===== src/rtl/input_window_sequencer.sv =====
// -----------------------------------------------------------------------------
// input_window_sequencer
//
// CNN-mode feeder that sits directly in front of the input shift buffer.
// For each row it does the following:
//   - fetches one activation word from memory;
//   - issues a parallel window load into the buffer;
//   - repeats fetch + strided serial shift until the row is consumed.
// Progress is throttled by memory latency and by array_ready from the PE array.
//
// Optional feature (macro SEQ_STALL_CNT_EN):
//   - adds output stall_cnt[15:0], a saturating count of stall cycles;
//   - a stall cycle is a memory wait (mem_req && !mem_valid) or a SHIFT cycle
//     with array_ready low;
//   - the counter is zeroed on start, clear and reset.
//
// Ports:
//   clk, reset          clock, asynchronous active-low reset
//   clear               synchronous abort back to IDLE
//   start               one-cycle pulse in IDLE; latches cfg_row_len / cfg_stride
//   cfg_row_len         pixels in the row (must be >= N_DIM_ARRAY)
//   cfg_stride          pixels per shift (1..N_DIM_ARRAY)
//   array_ready         PE array can take a new window this cycle
//   mem_req / mem_valid / mem_rdata   word fetch handshake (lane i = pixel i)
//   buf_load            parallel load strobe to the buffer
//   buf_enable          serial shift strobe to the buffer
//   buf_shift           shift amount for this strobe
//   buf_parallel_data   window data for the parallel load
//   buf_serial_data     shift data; lanes >= buf_shift are driven 0
//   busy                high in any state other than IDLE and DONE
//   done                one-cycle pulse at the end of a row or on a rejected start
//   cfg_err             sticky; set by a rejected start, cleared by an accepted one
// -----------------------------------------------------------------------------
module input_window_sequencer #(
   parameter int N_DIM_ARRAY = 4,
   parameter int DATA_WIDTH  = 8,
   parameter int COL_W       = 10
) (
   input  logic                              clk,
   input  logic                              reset,
   input  logic                              clear,
   input  logic                              start,
   input  logic [COL_W-1:0]                  cfg_row_len,
   input  logic [7:0]                        cfg_stride,
   input  logic                              array_ready,
   output logic                              mem_req,
   input  logic                              mem_valid,
   input  logic [N_DIM_ARRAY*DATA_WIDTH-1:0] mem_rdata,
   output logic                              buf_load,
   output logic                              buf_enable,
   output logic [7:0]                        buf_shift,
   output logic [N_DIM_ARRAY*DATA_WIDTH-1:0] buf_parallel_data,
   output logic [N_DIM_ARRAY*DATA_WIDTH-1:0] buf_serial_data,
   output logic                              busy,
   output logic                              done,
   output logic                              cfg_err
`ifdef SEQ_STALL_CNT_EN
   ,
   output logic [15:0]                       stall_cnt
`endif
);

   localparam int                W     = N_DIM_ARRAY * DATA_WIDTH;
   localparam logic [COL_W-1:0]  N_COL = COL_W'(N_DIM_ARRAY);

   typedef enum logic [2:0] {
      IDLE,
      FETCH_P,
      LOAD,
      LOAD_HOLD,
      FETCH_S,
      SHIFT,
      DONE
   } state_t;

   state_t           state_q, state_d;
   logic [COL_W-1:0] col_q, col_d;
   logic [COL_W-1:0] row_len_q;
   logic [7:0]       stride_q;
   logic [W-1:0]     data_q;
   logic             done_q;
   logic             cfg_err_q;

   logic             cfg_bad;
   logic             accept;
   logic             reject;
   logic [COL_W-1:0] rem;
   logic [7:0]       shift_amt;
   logic [COL_W:0]   col_sum;
   logic             row_end;

   assign cfg_bad = (cfg_row_len < N_COL) || (cfg_stride == 8'd0) ||
                    (cfg_stride > 8'(N_DIM_ARRAY));

   // col never exceeds row_len, so the remaining count cannot underflow.
   assign rem = row_len_q - col_q;

   // Partial final shift when fewer than stride pixels are left in the row.
   assign shift_amt = ({1'b0, rem} < (COL_W+1)'(stride_q)) ? 8'(rem) : stride_q;

   // One extra bit so the end-of-row compare cannot be fooled by a wrap.
   assign col_sum = {1'b0, col_q} + (COL_W+1)'(shift_amt);
   assign row_end = (col_sum == {1'b0, row_len_q});

   // NOTE: every signal driven here gets a default first, so no path through
   // the case statement can leave a value unassigned and infer a latch.
   always_comb begin
      state_d           = state_q;
      col_d             = col_q;
      accept            = 1'b0;
      reject            = 1'b0;
      mem_req           = 1'b0;
      buf_load          = 1'b0;
      buf_enable        = 1'b0;
      buf_shift         = 8'd0;
      buf_parallel_data = '0;
      buf_serial_data   = '0;

      unique case (state_q)
         IDLE: begin
            if (start) begin
               if (cfg_bad) begin
                  reject = 1'b1;
               end else begin
                  accept  = 1'b1;
                  col_d   = '0;
                  state_d = FETCH_P;
               end
            end
         end
         FETCH_P: begin
            mem_req = 1'b1;
            if (mem_valid) state_d = LOAD;
         end
         LOAD: begin
            buf_load          = 1'b1;
            buf_parallel_data = data_q;
            col_d             = N_COL;
            state_d           = LOAD_HOLD;
         end
         LOAD_HOLD: begin
            // The buffer registers the load, so the data stays up for a second cycle.
            buf_parallel_data = data_q;
            state_d           = (col_q == row_len_q) ? DONE : FETCH_S;
         end
         FETCH_S: begin
            mem_req = 1'b1;
            if (mem_valid) state_d = SHIFT;
         end
         SHIFT: begin
            if (array_ready) begin
               buf_enable = 1'b1;
               buf_shift  = shift_amt;
               for (int i = 0; i < N_DIM_ARRAY; i++) begin
                  if (i < int'(shift_amt)) begin
                     buf_serial_data[i*DATA_WIDTH +: DATA_WIDTH] =
                        data_q[i*DATA_WIDTH +: DATA_WIDTH];
                  end
               end
               col_d   = col_sum[COL_W-1:0];
               state_d = row_end ? DONE : FETCH_S;
            end
         end
         DONE: begin
            state_d = IDLE;
         end
         default: begin
            state_d = IDLE;
         end
      endcase

      // Abort wins over every transition, including a start in the same cycle.
      if (clear) begin
         state_d = IDLE;
         col_d   = '0;
         accept  = 1'b0;
         reject  = 1'b0;
      end
   end

   // NOTE: state registers use non-blocking assignments so every flop samples
   // the pre-edge value of its neighbours, independent of block ordering.
   always_ff @(posedge clk or negedge reset) begin
      if (!reset) begin
         state_q   <= IDLE;
         col_q     <= '0;
         row_len_q <= '0;
         stride_q  <= 8'd0;
         data_q    <= '0;
         done_q    <= 1'b0;
         cfg_err_q <= 1'b0;
      end else begin
         state_q <= state_d;
         col_q   <= col_d;
         done_q  <= reject || (state_d == DONE);

         if (accept) begin
            row_len_q <= cfg_row_len;
            stride_q  <= cfg_stride;
         end

         // A response arriving in the clear cycle is dropped.
         if (mem_req && mem_valid && !clear) begin
            data_q <= mem_rdata;
         end

         if (clear || accept) begin
            cfg_err_q <= 1'b0;
         end else if (reject) begin
            cfg_err_q <= 1'b1;
         end
      end
   end

   assign busy    = (state_q != IDLE) && (state_q != DONE);
   assign done    = done_q;
   assign cfg_err = cfg_err_q;

`ifdef SEQ_STALL_CNT_EN
   logic [15:0] stall_cnt_q;
   logic        stall_evt;

   assign stall_evt = (mem_req && !mem_valid) || ((state_q == SHIFT) && !array_ready);

   always_ff @(posedge clk or negedge reset) begin
      if (!reset) begin
         stall_cnt_q <= 16'd0;
      end else if (clear || ((state_q == IDLE) && start)) begin
         stall_cnt_q <= 16'd0;
      end else if (stall_evt && (stall_cnt_q != 16'hFFFF)) begin
         stall_cnt_q <= stall_cnt_q + 16'd1;
      end
   end

   assign stall_cnt = stall_cnt_q;
`endif

endmodule


===== config.mk =====
export PLATFORM = sky130hd
export DESIGN_NAME = input_window_sequencer
export DESIGN_NICKNAME = d
export VERILOG_FILES = /design/src/rtl/input_window_sequencer.sv
export SDC_FILE = /design/constraint.sdc
export NUM_CORES = 1
export LEC_CHECK = 0
export CAP_MARGIN = 40
export CORE_UTILIZATION = 45
export DETAILED_ROUTE_END_ITERATION = 10
export GPL_ROUTABILITY_DRIVEN = 0
export MAX_ROUTING_LAYER = met4
export PLACE_DENSITY_LB_ADDON = 0.2
export SYNTH_ARGS = -nofsm -noshare
export SYNTH_HDL_FRONTEND = slang
export SYNTH_SLANG_ARGS = --single-unit

===== constraint.sdc =====
create_clock -name clk -period 11.3 [get_ports clk]
set_clock_uncertainty 0.1 [all_clocks]
set_input_delay 2.26 -clock clk [delete_from_list [all_inputs] [get_ports clk]]
set_output_delay 2.26 -clock clk [all_outputs]
set_load 0.01 [all_outputs]

After elaboration in Yosys (flattened, before gate mapping)
Cells that the tools add are included.

Register bits: 65. Bits in latches: 0. Memory bits (writable): 0. Bits in read-only memories: 0. Bits of input ports: 56. Output and inout port bits: 78. Word-level logic and storage cells: 82. Memories: 0.

Add/subtract/negate cells: 2. Multiply operators: 0. Div/mod/pow operators: 0. $lt $le $gt $ge: 7. Eq/ne operators: 12. Shifts and indexed selects: 0. Multiplexer cells: 38. Bitwise operators: 0. Reductions and logical operators: 16.

Operators by type and width (number): two-way mux 32 bit (3); two-way mux 8 bit (7); two-way mux 10 bit (4); one-hot mux 10 bit (3 select lines) (1); two-way mux 3 bit (6); one-hot mux 3 bit (6 select lines) (1); < comparator 1 x 8 -> 1 bit (first input constant) (2); < comparator 2 x 8 -> 1 bit (first input constant) (2); two-way mux 1 bit (14); != test 3 bit (second input constant) (4); adder 10 x 8 -> 11 bit (1); == test 11 x 10 -> 1 bit (1); == test 10 bit (1); < comparator 10 x 3 -> 1 bit (second input constant) (1); < comparator 10 x 8 -> 1 bit (1); subtractor 10 bit (1); == test 3 bit (second input constant) (3); > comparator 8 x 3 -> 1 bit (second input constant) (1); logical NOT 8 bit (1); == test 3 x 2 -> 1 bit (second input constant) (2); logical OR 1 bit (4); two-way mux 2 bit (2); AND reduction 4 bit (1); nonzero test 4 bit (1); 7 further kinds (10).

Depth between registers and ports, before layout
Depth after elaboration: 11. Depth in mapped cells: 26.

Worst setup path after synthesis
OpenSTA, ideal clock, no wires.

Path kind: reg-to-output. From: reg row_len_q[0]. To: out buf_serial_data[10]. Arrival: 3.375 ns. Required time: 8.940 ns. Path slack: 5.565 ns. Stages on the path, launching flop included: 18. Cells stage by stage: dfrtp_1 -> inv_1 -> ha_1 -> inv_1 -> fa_1 -> nand2_1 -> nand2b_1 -> a21oi_1 -> xnor2_1 -> ha_1 -> or4_1 -> o211ai_1 -> a21oi_1 -> o21ai_2 -> and3_4 -> buf_12 -> mux2i_4 -> and3_1.

Cells in the longest elaborated chain, start to end: 7.

Ends and longest elaborated chain: start, declared (RTL line 78) `logic [COL_W-1:0] row_len_q;`; start signal, assigned (RTL line 198) `row_len_q <= cfg_row_len;`; subtractor 10 bit (*) (RTL line 96) `assign rem = row_len_q - col_q;`; < comparator 10 x 8 -> 1 bit (RTL line 99) `assign shift_amt = ({1'b0, rem} < (COL_W+1)'(stride_q)) ? 8'(rem) : stride_q;`; two-way mux 8 bit (*) (RTL line 99); < comparator 1 x 8 -> 1 bit (*) (RTL line 155) `if (i < int'(shift_amt)) begin`; two-way mux 8 bit (*) (RTL line 155); two-way mux 32 bit (*) (RTL line 151) `if (array_ready) begin`; two-way mux 32 bit (*) (RTL line 119) `unique case (state_q)`; end, declared (RTL line 53) `output logic [N_DIM_ARRAY*DATA_WIDTH-1:0] buf_serial_data,`.

Mark *: on every way between the ends. The rest lies on a longest branch, timed or not.

Worst setup path in the final report
From: reg row_len_q[0]. To: out buf_serial_data[13].

Same word-level chain as after synthesis.

==> run_results.csv <==
group,metric,value,unit
routing,antenna_left,0,
power,cell_internal_pwr,0.5184,mW
cts,cts_num_sinks,65,
timing,min_period_over_period,61.48,%
routing,drt_wl_total,12.95,mm
yosys,syn_avg_cell_area,9.799,sq um
cts,cts.path.max_buffers,2,
yosys,synth_flop_cell,"dfrtp_1",
routing,vias,4093,
power,swShare,33.82,%
yosys,seq_area_frac_synth,34.87,%
cts,ctsHoldBuffers,0,
setup_path,end_kind,"output pin",
floorplan,die_h,103.8,um
yosys,synth_async_sr_flop_share,100.0,%
yosys,syn_inst,476,
grt,gr-total-overflow,0,
power,clkPwrFrac,26.9,%
timing,setup_viol,0,
place,dpl.cell_count,729,
timing,maxSlewViolCount,0,
power,power,0.7834,mW
cells_and_area,final_area,6350,sq um
floorplan,die_x,103.8,um
run,cap_violations,0,
cts,clk_transition_reported_paths,0.07,ns
yosys,syn_nets,559,
setup_path,cp_slowest_cell,"clkdlybuf4s50_1",
floorplan,core.rowCount,36,
timing,tightestPinTransition,0.7350,ns
setup_path,critical_path_arrival,4.59,ns
setup_path,crit_type,"flip-flop to output pin",
power,p_per_area,123.4,nW/um^2
cts,clk_latency,0.35,ns
cts,cts_tree,"yes",
place,hpwl,10.12,mm
cells_and_area,layout.nets,690,
cells_and_area,diodes,0,
cts,ctsHtreeMaxLevel,3,
timing,rsz0062_at_grt,"false",
timing,fmax,143.9,MHz
power,pwr-share-seq,35.0,%
cells_and_area,finalNonFillerCells,745,
cells_and_area,final_cell_mix,"clkdlybuf4s50_1, dfrtp_1, and2_1",
setup_path,worstPathCellList,"inv_1 -> ha_1 -> inv_1 -> fa_1 -> nand2_1 -> nand2b_1 -> a21oi_1 -> xnor2_1 -> ha_1 -> or4_1 -> o211ai_1 -> a21oi_1 -> o21ai_2 -> and3_4 -> mux2i_4 -> and3_1 -> clkdlybuf4s50_1",
cts,cts_buffers,9,
yosys,synth_edf_count,0,
cells_and_area,areaGrowthSynthToFinish,36.13,%
cts,cts_root_buf,"clkbuf_8",
place,portBuffers,133,
grt,grtUsageTotal,26.12,%
grt,grt_pass1_vias,4297,
power,p_leak,2.857,nW
routing,wl_per_cell,17.39,um
yosys,syn_area,4664,sq um
routing,drtIter0Drc,189,
timing,setup_tns,0,ns
grt,grt_max_degree,47,
yosys,synth.distinct_cells,69,
cells_and_area,layout_commonest_cell,"clkdlybuf4s50_1",
setup_path,start_kind,"flip-flop",
routing,vias_per_cell,5.494,
setup_path,cpPeakStageDelay,0.54,ns
cells_and_area,drive_gt1_share,11.76,%
setup_path,critical_path.max_fanout,10,
grt,grt_antenna_before_repair,0,
timing,finalCriticalPeriod,6.948,ns
cts,post_cts_buffers,0,
floorplan,io_pins,134,
min_path,min_path_type,"flip-flop to flip-flop",
timing,relSlewSlack,50.82,%
power,ir_drop,0.00006629,V
outcome,outcome,"finished clean",
timing,hold_viol,0,
floorplan,dieArea,10780,sq um
power,p_switching,0.2650,mW
floorplan,core,9910,sq um
power,p_comb_share,38.1,%
routing,dr.pass1.iters,4,
floorplan,start_util,47.07,%
yosys,ys_ff_latch,65,
cts,post_cts_resize_count,0,
place,placed_area,6142,sq um
setup_path,cp.required,8.94,ns
yosys,yosys_warnings,0,
routing,route.detailed.drc,0,
grt,grt_pass1_wl,21.57,mm
==> Yosys cell counts, types with 2 or more instances <==
cell | n | area share (%)
buf_2 | 2 | 0.21
o211ai_1 | 4 | 0.64
nor4b_1 | 2 | 0.38
mux2i_1 | 2 | 0.43
nand2_1 | 23 | 1.9
nor2b_1 | 5 | 0.67
ha_1 | 25 | 6.7
nor4_1 | 7 | 0.94
mux2_1 | 15 | 3.6
mux2_4 | 6 | 1.9
or4_1 | 2 | 0.32
and3_1 | 9 | 1.2
a22o_1 | 9 | 1.7
inv_1 | 23 | 1.9
a21boi_0 | 2 | 0.32
or3_1 | 4 | 0.54
fa_1 | 2 | 0.86
dfrtp_1 | 65 | 35
buf_1 | 3 | 0.24
nor3_1 | 8 | 0.86
o2bb2ai_1 | 2 | 0.38
o21a_1 | 4 | 0.64
and2_1 | 55 | 7.4
xor2_1 | 9 | 1.7
nor2_1 | 33 | 2.7
o21bai_1 | 2 | 0.32
o2111ai_1 | 2 | 0.38
nand4_1 | 2 | 0.27
mux2_2 | 30 | 7.2
o21ai_0 | 14 | 1.5
a211oi_1 | 4 | 0.64
clkbuf_1 | 13 | 1.0
a21o_1 | 8 | 1.3
xnor2_1 | 15 | 2.8
a211o_1 | 2 | 0.38
nor3b_1 | 2 | 0.32
a21oi_1 | 23 | 2.5
nand3_1 | 5 | 0.54
nand2b_1 | 2 | 0.27
a31oi_1 | 2 | 0.27
==> state kept, by name, summed over array words and instances (netlist names) <==
| register | count |
|---|---|
| data_q | 32 |
| state_q | 3 |
| col_q | 10 |
| stride_q | 8 |
| cfg_err | 1 |
| done | 1 |
| row_len_q | 10 |
==> through the flow <==
| stage | utilization [%] | hold slack, ns | setup WS (ns) |
|---|---|---|---|
| after floorplan | - | 0.3721 | 5.565 |
| after global placement | 61.48 | 0.3840 | 4.696 |
| after detailed placement | 61.98 | 0.3970 | 4.735 |
| after CTS | 64.08 | 0.4140 | 4.339 |
| after global routing | 64.08 | 0.4345 | 4.027 |
| final | 64.08 | 0.4120 | 4.352 |
==> final timing paths <==
kind                                    from                   to  slack [ns]  cells past startpoint
worst max-delay path            row_len_q[0]  buf_serial_data[13]        4.35                     17
min in group asynchronous              reset             col_q[6]        1.77                      2
worst min register to register    data_q[21]           data_q[21]        0.41                      1
worst min-delay path              data_q[21]           data_q[21]        0.41                      1
max in group asynchronous              reset           data_q[22]        8.81                      3
worst max register to register  row_len_q[3]                 done        5.41                     20
==> power by group through the flow <==
stage,logic (mW),clock network [mW],registers [mW]
2_1_floorplan,0.229,0,0.271
4_1_cts,0.298,0.215,0.274
6_report,0.298,0.211,0.274
5_1_grt,0.325,0.225,0.277
3_5_place_dp,0.297,0,0.278
3_3_place_gp,0.286,0,0.277
==> kinds of logic (layout without fill, tap and decap cells) <==
kind of cell / after synthesis / count (layout) / share of synthesized area [%]
AO/OA/AOI/OAI: 96 / 96 / 15.48
adder cells (fa/ha/maj): 27 / 27 / 7.564
multiplexers: 54 / 54 / 13.71
flip-flops: 65 / 65 / 34.87
XOR/XNOR: 25 / 25 / 4.989
buffers and inverters: 43 / 179 / 3.863
AND/OR/NAND/NOR: 166 / 166 / 19.53
==> final cells by class <==
type / count / area [sq um]
multi-input cells: 368 / 2860
flip-flops and latches: 65 / 1627
well taps: 133 / 166.4
fillers: 828 / 3560
inverters: 24 / 90.09
repair buffers: 139 / 1399
clock inverters: 2 / 35.03
clock buffers: 14 / 172.7
==> worst max-delay path, delay by kind of cell (launching register included) <==
family / cells / cell delay, ns
compound gates: 4 / 0.64
flops: 1 / 0.39
mux: 1 / 0.36
fa+ha+maj: 3 / 0.78
buf+inv: 3 / 0.68
simple gates: 5 / 1.25
xor+xnor: 1 / 0.12
==> routing by layer <==
| layer | wire length, um | GRT usage [%] | vias up |
|---|---|---|---|
| met2 | 5937 | 40.62 | 148 |
| li1 | - | - | 1957 |
| met4 | 317 | 9.796 | 0 |
| met1 | 5827 | 33.40 | 1965 |
| met5 | 0 | - | - |
| met3 | 870 | 5.538 | 23 |
No activity file was read; power rests on OpenSTA's default activity.
